===== src/rtl/id_ex_pipe_buffer.sv =====
// Decode/execute pipeline buffer: DEPTH-entry circular FIFO of decoded bundles with
// valid/ready handshake, flush-to-bubble, occupancy output and a saturating stall counter.
module id_ex_pipe_buffer #(
    parameter int XLEN    = 32,
    parameter int CTRL_W  = 5,
    parameter int CMD_W   = 4,
    parameter int REG_W   = 4,
    parameter int IMM_W   = 24,
    parameter int SHOP_W  = 12,
    parameter int DEPTH   = 2,
    parameter int STALL_W = 16
) (
    input  logic                     clk,
    input  logic                     rst,
    input  logic                     flush,
    input  logic                     in_valid,
    output logic                     in_ready,
    input  logic [CTRL_W-1:0]        in_ctrl,
    input  logic [CMD_W-1:0]         in_cmd,
    input  logic [XLEN-1:0]          in_pc,
    input  logic [XLEN-1:0]          in_rn,
    input  logic [XLEN-1:0]          in_rm,
    input  logic                     in_imm,
    input  logic [SHOP_W-1:0]        in_shop,
    input  logic [IMM_W-1:0]         in_simm,
    input  logic [REG_W-1:0]         in_dest,
    input  logic [3:0]               in_status,
    output logic                     out_valid,
    input  logic                     out_ready,
    output logic [CTRL_W-1:0]        out_ctrl,
    output logic [CMD_W-1:0]         out_cmd,
    output logic [XLEN-1:0]          out_pc,
    output logic [XLEN-1:0]          out_rn,
    output logic [XLEN-1:0]          out_rm,
    output logic                     out_imm,
    output logic [SHOP_W-1:0]        out_shop,
    output logic [IMM_W-1:0]         out_simm,
    output logic [REG_W-1:0]         out_dest,
    output logic [3:0]               out_status,
    output logic [$clog2(DEPTH):0]   count,
    output logic [STALL_W-1:0]       stall_cnt
);
    localparam int PTR_W = $clog2(DEPTH);
    localparam int CNT_W = PTR_W + 1;

    typedef struct packed {
        logic [CTRL_W-1:0] ctrl;
        logic [CMD_W-1:0]  cmd;
        logic [XLEN-1:0]   pc;
        logic [XLEN-1:0]   rn;
        logic [XLEN-1:0]   rm;
        logic              imm;
        logic [SHOP_W-1:0] shop;
        logic [IMM_W-1:0]  simm;
        logic [REG_W-1:0]  dest;
        logic [3:0]        status;
    } entry_t;

    entry_t           mem [DEPTH];
    entry_t           in_entry;
    entry_t           head;
    logic [PTR_W-1:0] rd_ptr;
    logic [PTR_W-1:0] wr_ptr;
    logic             push;
    logic             pop;
    logic             stall;

    assign in_entry = '{ctrl: in_ctrl, cmd: in_cmd, pc: in_pc, rn: in_rn, rm: in_rm,
                         imm: in_imm, shop: in_shop, simm: in_simm, dest: in_dest,
                         status: in_status};

    // Readiness depends only on registered occupancy: a full buffer never accepts,
    // even if EX pops in the same cycle, which keeps in_ready off any combinational path.
    assign in_ready  = (count < CNT_W'(DEPTH));
    assign out_valid = (count != '0);
    assign push      = in_valid & in_ready & ~flush;
    assign pop       = out_valid & out_ready & ~flush;
    assign stall     = in_valid & ~in_ready & ~flush;

    always_ff @(posedge clk) begin
        if (push) mem[wr_ptr] <= in_entry;
    end

    always_ff @(posedge clk) begin
        if (!rst) begin
            count     <= '0;
            rd_ptr    <= '0;
            wr_ptr    <= '0;
            stall_cnt <= '0;
        end else begin
            if (stall && stall_cnt != '1) stall_cnt <= stall_cnt + STALL_W'(1);
            if (flush) begin
                count  <= '0;
                rd_ptr <= wr_ptr;
            end else begin
                if (push) wr_ptr <= wr_ptr + PTR_W'(1);
                if (pop)  rd_ptr <= rd_ptr + PTR_W'(1);
                case ({push, pop})
                    2'b10:   count <= count + CNT_W'(1);
                    2'b01:   count <= count - CNT_W'(1);
                    default: count <= count;
                endcase
            end
        end
    end

    // An empty buffer presents a bubble: control bits zero so EX does nothing.
    assign head       = mem[rd_ptr];
    assign out_ctrl   = out_valid ? head.ctrl : '0;
    assign out_cmd    = head.cmd;
    assign out_pc     = head.pc;
    assign out_rn     = head.rn;
    assign out_rm     = head.rm;
    assign out_imm    = head.imm;
    assign out_shop   = head.shop;
    assign out_simm   = head.simm;
    assign out_dest   = head.dest;
    assign out_status = head.status;
endmodule


===== config.mk =====
export PLATFORM = sky130hd
export DESIGN_NAME = id_ex_pipe_buffer
export DESIGN_NICKNAME = d
export VERILOG_FILES = /design/src/rtl/id_ex_pipe_buffer.sv
export SDC_FILE = /design/constraint.sdc
export NUM_CORES = 1
export LEC_CHECK = 0
export CORE_ASPECT_RATIO = 0.8
export CORE_MARGIN = 3
export CORE_UTILIZATION = 35
export DETAILED_ROUTE_END_ITERATION = 10
export GPL_TIMING_DRIVEN = 0
export HOLD_SLACK_MARGIN = 0.12
export PLACE_DENSITY = 0.63
export SETUP_SLACK_MARGIN = 0.02
export SLEW_MARGIN = 15
export SYNTH_ARGS = -nofsm -noshare
export SYNTH_HDL_FRONTEND = slang
export SYNTH_SLANG_ARGS = --single-unit
export TNS_END_PERCENT = 1

===== constraint.sdc =====
create_clock -name clk -period 25.7 [get_ports clk]
set_input_delay 5.14 -clock clk [delete_from_list [all_inputs] [get_ports clk]]
set_output_delay 5.14 -clock clk [all_outputs]
set_load 0.01 [all_outputs]

======== Yosys cells after proc, flatten, opt, wreduce, memory -nomap -nowiden ========
Memories as Yosys holds them, arrays and structs flattened. A register that Yosys moved wholly into a read port is not among the register bits.
Index checks and enable logic that the tools add are counted.
cells by class
  $add $sub $neg .......................... 5
  order comparisons ....................... 1
  equality and inequality tests ........... 3
  multiplexer cells ....................... 8
  bitwise operators ....................... 9
  reduce and logical (&&, ||, !) cells .... 6
operators with widths
  kind                   number
  $add 16x1->16 const B  1
  $ne 16x16->1 const B   1
  $and 1x1->1            6
  $mux 1                 6
  $reduce_bool 2->1      3
  $mux 5                 1
  $pmux 2 s2             1
  $not 1->1              3
  $add 1x1->1 const B    2
  $add 2x1->2 const B    1
  $eq 2x1->1 const B     1
  $eq 2x2->1 const B     1
  $lt 2x2->1 const B     1
  $reduce_and 2->1       1
  $reduce_or 2->1        1
  $sub 2x1->2 const B    1
  $logic_and 1x1->1      1
storage, ports and cells
  register bits after elaboration ......... 20
  RAM bits ................................ 300
  word-level logic and storage cells ...... 37
  memories ................................ 1
memory list
  memory  depth  bits a word  rd ports  clocked after memory_dff  wr ports  line  text
  mem     2      150          1         1                         1         59    entry_t mem [DEPTH];

======== Logic depth before layout (Yosys ltp) ========
Gate-level depths: netlist of the first run.
  depth in word-level cells ............... 7
  mapped depth ............................ 7
  gate-level depth less buffers ........... 7

======== Worst setup path after synthesis of the first run ========
OpenSTA, ideal clock, no wires.
  path kind ............................... input -> register
  start point ............................. input flush
  end point ............................... memory mem[0][0] (netlist bit), enable pin
  library setup time ...................... 0.663 ns
  arrival time ............................ 11.757 ns
  data required time ...................... 25.037 ns
  path slack .............................. 13.280 ns
  cell stages on the path ................. 4
  path buffers ............................ 0
  cell sequence ........................... inv_1 and3_1 inv_1 nor2_1
between the ends
  cells in the longest elaborated chain, start to end .. 4
ends and longest elaborated chain
  item                          line  text
  from (decl)                   15    input logic flush,
  $not 1->1 (no line)           -
  $and 1x1->1                   76    assign push = in_valid & in_ready & ~flush;
  $mux 1                        81    if (push) mem[wr_ptr] <= in_entry;
  $mux 1 (not written as such)  81
  to (decl)                     59
Every way passes these cells.

==> results of run 1 <==
[state kept, by name (all words and copies together), names as in the netlist, named ones only]
name and count:
count 2, mem 300, rd_ptr 1, stall_cnt 16, wr_ptr 1
[power groups by stage]
stage / combinational (mW) / sequential (mW) / clock, mW
floorplan: 0.0406 / 0.609 / 0
global placement: 0.109 / 0.612 / 0
detailed placement: 0.115 / 0.606 / 0
CTS: 0.116 / 0.595 / 0.470
global route: 0.122 / 0.596 / 0.491
finish: 0.114 / 0.595 / 0.454
[cell families (layout without fill, tap and decap cells)]
| group | Yosys count | count (layout) |
|---|---|---|
| flip-flops | 321 | 321 |
| AO/OA/AOI/OAI | 29 | 29 |
| buffers and inverters | 28 | 424 |
| multiplexers | 155 | 155 |
| AND/OR/NAND/NOR | 62 | 62 |
| XOR/XNOR | 4 | 4 |
| adder cells (fa/ha/maj) | 2 | 2 |
[layout make-up]
cell class	instances	share of cell area, %
flip-flops and latches	321	55.78
repair buffers	334	20.59
multi-input cells	252	13.74
clock buffers	48	5.722
well taps	427	3.161
plain buffers	22	0.5033
clock inverters	14	0.3701
inverters	6	0.1332
[through the flow]
| step | setup slack, ps | util [%] | cells |
|---|---|---|---|
| floorplan | 13280 | - | 601 |
| global placement | 8421 | 47.46 | 1352 |
| detailed placement | 17320 | 48.21 | 1362 |
| CTS | 16750 | 51.34 | 1424 |
| global route | 16640 | 51.34 | 1424 |
| finish | 17030 | 51.34 | 1424 |
[cells in the final DEF (no fill, tap or decap), drive strengths merged, types with 2 or more instances in the layout]
cell type      instances
nor4                   4
dfxtp                 21
inv                    6
clkdlybuf4s50        324
clkbuf                68
ha                     2
edfxtp               300
o31ai                  6
nand4                  5
nand2b                 3
clkinvlp               2
nor2                  14
clkinv                12
or4                    6
o21ai                  6
mux2                 145
buf                   12
xnor2                  3
mux2i                 10
nand2                 11
nand3                  6
and3                   2
or3                    5
a21oi                 10
[path summary, 6_finish.rpt]
| path | endpoint | cells after the start | slack, ps |
|---|---|---|---|
| max reg2reg | mem[0][33] | 7 | 23310 |
| min reg2reg | stall_cnt[7] | 2 | 520 |
| max | out_rm[6] | 5 | 17030 |
| min | stall_cnt[7] | 2 | 520 |
[critical path, stage by stage, from the launching register on]
cell and delay (ps):
dfxtp_1 310, clkbuf_1 440, clkbuf_1 760, clkbuf_1 580
mux2_2 410, clkdlybuf4s50_1 530
[layer usage]
metal  wire length [um]  GRT usage [%]  vias up
met1              11380          18.55     3307
met3               3367          7.919       54
met5                 65              0        -
met2              12550          23.16      249
li1                   -              -     3134
met4                554          3.987       10
==> flow_summary.toml, run 1 <==
[global_routing]
grt_pass1_wl_um = 41450
grt_max_degree = 52
antenna_found_initial = 5
grt_overflow_total = 0
grt_usage_pct = 14.98
grt_pass1_vias = 7080

[critical_path]
start_kind = "flop"
worstPathArrival_ps = 3530
crit_required_ps = 20560
r2r-start = "count[1]"
endpoint_kind = "output port"
worst-path-max-fanout = 10
critical_path_class = "reg -> out"

[run_status]
status = "finished, final reports clean"

[synth]
netlist_area_mm2 = 0.01185
synth_simple_gate_area_share_pct = 2.819
yosys.area.top_type = "edfxtp_1"
netlist_top_cells_area = "edfxtp_1 (76%), mux2_2 (14%), dfxtp_1 (3.5%)"
ys_ff_latch = 321
synth_nets = 758
synthArstFlopShare_pct = 0
synthMuxAreaShare_pct = 14.63
synth_common_cells = "edfxtp_1 (300), mux2_2 (145), dfxtp_1 (21), clkbuf_1 (20), nor2_1 (14)"
yosys_warnings = 0
synth_cells = 601
seq_area_frac_synth_pct = 79.58
synth_top_family_by_area = "multiplexers"
synth_edf_count = 300
postSynthAreaPerCell_um2 = 19.72
synth_compound_area_share_pct = 1.563
yosys.area_share.adder_pct = 0.2112
synthFlopType = "edfxtp_1"
synth_xor_area_share_pct = 0.2957
yosysTopAreaCellShare_pct = 76.03
yosys.cell_count.top_type = "edfxtp_1"
ys_types = 35

[sta]
clock_skew_ps = 12.57
slew_headroom_pct = 38.03
rsz0062_at_grt = "false"
final.setup.tns_ps = 0
worstMarginPinSlew_ps = 929.6
maxSlewViolCount = 0
min_period_ps = 8675
hold_violations = 0
period_share_pct = 33.75
setup_violations = 0
holdWs_ps = 516.4
fmax_mhz = 115.3

[power_and_ir_drop]
comb_power_share_pct = 9.8
peakVddDrop_uv = 51.53
power_density_mw_per_mm2 = 68.79
pwr-share-clk_pct = 39.1
sw_frac_of_total_pct = 20.79
internal-power_mw = 0.9211
p_leak_nw = 5.498
p_seq_share_pct = 51.1
finalPower_mw = 1.163
switching_power_mw = 0.2418

[placed_design]
portBuffers = 324
post_dp_cell_area_mm2 = 0.01587
place_congestion = 0.7446
dp_hpwl_um = 19330

[final_layout]
area_delta_synth_final_pct = 42.66
antennaDiodeCount = 0
fillerInstances = 2711
stdcell_area_mm2 = 0.01690
fin_nets = 1129
multiInputGateArea_mm2 = 0.002322
final_layout_size_suffix_gt1_share_pct = 20.26
ff_latch_area_mm2 = 0.009429

[routing]
avgRoutedWirePerCell_um = 19.60
drc = 0
drt_wl_total_um = 27920
drt_iter0_markers = 324
via_per_inst = 4.743
ant_nets = 0
first_pass_iters = 4
vias = 6754

[clock_tree]
post_cts.repair.setup_buffers = 0
clk_latency_ps = 500
h-tree-depth = 2
cts_sinks = 321
holdBufCountCts = 0
root_buffer = "clkbuf_16"
clockBufferDepth = 3
clk_pin_slew_ps = 60
post_cts_resize_count = 0
cts_tree = "built"
cts_made_buffers = 35

[min_path]
min-delay-start = "stall_cnt[7]"
worstHoldPathType = "reg -> reg"

[run]
cap_violations = 0

[floorplanning]
fp.dieH_um = 170.6
die_x_um = 211.7
die-area_mm2 = 0.03611
start_util_pct = 35.99
row_count = 59
io_pins = 325
core-area_mm2 = 0.03292
(Power assumes the default switching activity.)
==> run 2, diff against run 1 <==
Clock period 25.7 ns to 8.7 ns, I/O delays scaled along.
==> flow_summary.toml, run 2 (synthesis gave the netlist of run 1 again) <==
[run_status]
status = "finished, final reports clean"

[sta]
maxSlewViolCount = 0
clock_skew_ps = 11.24
period_share_pct = 60.33
setup_violations = 0
hold_violations = 0
min_period_ps = 5249
slew_headroom_pct = 38.64
worstMarginPinSlew_ps = 912.0
rsz0062_at_grt = "false"
final.setup.tns_ps = 0
holdWs_ps = 507.4
fmax_mhz = 190.5

[placed_design]
post_dp_cell_area_mm2 = 0.01587
place_congestion = 0.7917
dp_hpwl_um = 19240
portBuffers = 324

[min_path]
min_path_cells = 2
hold_end = "stall_cnt[7]"
worstHoldPathType = "reg -> reg"
min-delay-start = "stall_cnt[7]"

[clock_tree]
root_buffer = "clkbuf_16"
h-tree-depth = 2
clk_latency_ps = 510
clk_pin_slew_ps = 60
clockBufferDepth = 3
cts_sinks = 321
cts_made_buffers = 35
post_cts_resize_count = 0
holdBufCountCts = 0
cts_tree = "built"
post_cts.repair.setup_buffers = 0

[routing]
wl_met2_um = 12790
drt_wl_total_um = 27660
ant_nets = 0
via_per_inst = 4.707
wl_met3_um = 3171
first_pass_iters = 4
drt_iter0_markers = 391
top_layer_used = "met5"
avgRoutedWirePerCell_um = 19.45
drc = 0
vias = 6693
drt-met1-wl_um = 11140

[final_layout]
stdcell_area_mm2 = 0.01693
fillerInstances = 2724
final_layout_size_suffix_gt1_share_pct = 21.03
mostFrequentLayoutCell = "clkdlybuf4s50_1"
regMostFlops = "mem"
multiInputGateArea_mm2 = 0.002322
mostFrequentLayoutCells = "clkdlybuf4s50_1 (324), edfxtp_1 (300), mux2_2 (145)"
largest_reg_flops = 300
ff_latch_area_mm2 = 0.009429
fin_nets = 1129
area_delta_synth_final_pct = 42.87
largestRegisters = "mem: 300 flops, stall_cnt: 16 flops, count: 2 flops"

[critical_path]
r2r_slack_ps = 6120
critical_path_class = "reg -> out"
endpoint_kind = "output port"
crit_required_ps = 6960
worst-path-max-fanout = 10
r2r_cells = 6
reg2reg_to = "stall_cnt[7]"
r2r-start = "stall_cnt[0]"
start_kind = "flop"
worstPathArrival_ps = 3510

[global_routing]
grt_pass1_wl_um = 40630
grt_max_degree = 54
grt_pass1_vias = 6970
antenna_found_initial = 2
grt_overflow_total = 0
grt_usage_pct = 14.73

[floorplanning]
io_pins = 325
core-area_mm2 = 0.03292
fp.dieH_um = 170.6
die-area_mm2 = 0.03611
start_util_pct = 35.99
die_x_um = 211.7
row_count = 59

[power_and_ir_drop]
p_leak_nw = 5.522
peakVddDrop_uv = 161.0
finalPower_mw = 3.461
power_density_mw_per_mm2 = 204.4

[run]
cap_violations = 0
[run 2: routing by layer]
metal,track usage [%],vias to the layer above
li1,-,3134
met1,17.91,3262
met2,23.49,249
met3,7.314,46
met4,4.016,2
met5,0,-
[run 2: where the power goes]
part	internal [mW]	leakage (nW)	switching (mW)	total (mW)
registers	1.75	2.92	0.0104	1.76
clock network	0.801	0.517	0.568	1.37
logic	0.199	2.08	0.137	0.336
total	2.75	5.52	0.715	3.46
[run 2: stage by stage]
stage                     instances  util, %  setup WS (ps)
after floorplan                 601        -           2257
after global placement         1352    47.47         -841.9
after detailed placement       1362    48.21           3711
after CTS                      1421    51.41           3150
after global routing           1422    51.42           3098
final                          1422    51.42           3451
[run 2: worst max-delay path by stage]
stage	startpoint	to	slack, ps	cells past startpoint
after CTS	flop	out_rm[23]	3150	5
after detailed placement	flop	out_rm[23]	3710	5
final	flop	out_rm[23]	3450	5
after floorplan	flush	mem[0][0]	2260	4
after global placement	flush	mem[0][32]	-840	5
after global routing	flop	out_rm[23]	3100	5
[run 2: layout make-up]
class | instances | area share (%)
Inverter | 6 | 0.1330
Tap cell | 427 | 3.156
Multi-Input combinational cell | 252 | 13.72
Antenna cell | 1 | 0.01478
Buffer | 22 | 0.5026
Clock inverter | 16 | 0.6135
Timing Repair Buffer | 334 | 20.56
Sequential cell | 321 | 55.70
Clock buffer | 43 | 5.602
[run 2: critical path, stage by stage, from the launching register on]
cell	delay, ps
dfxtp_1	310
clkbuf_1	420
clkbuf_1	650
clkbuf_1	680
mux2_2	420
clkdlybuf4s50_1	520
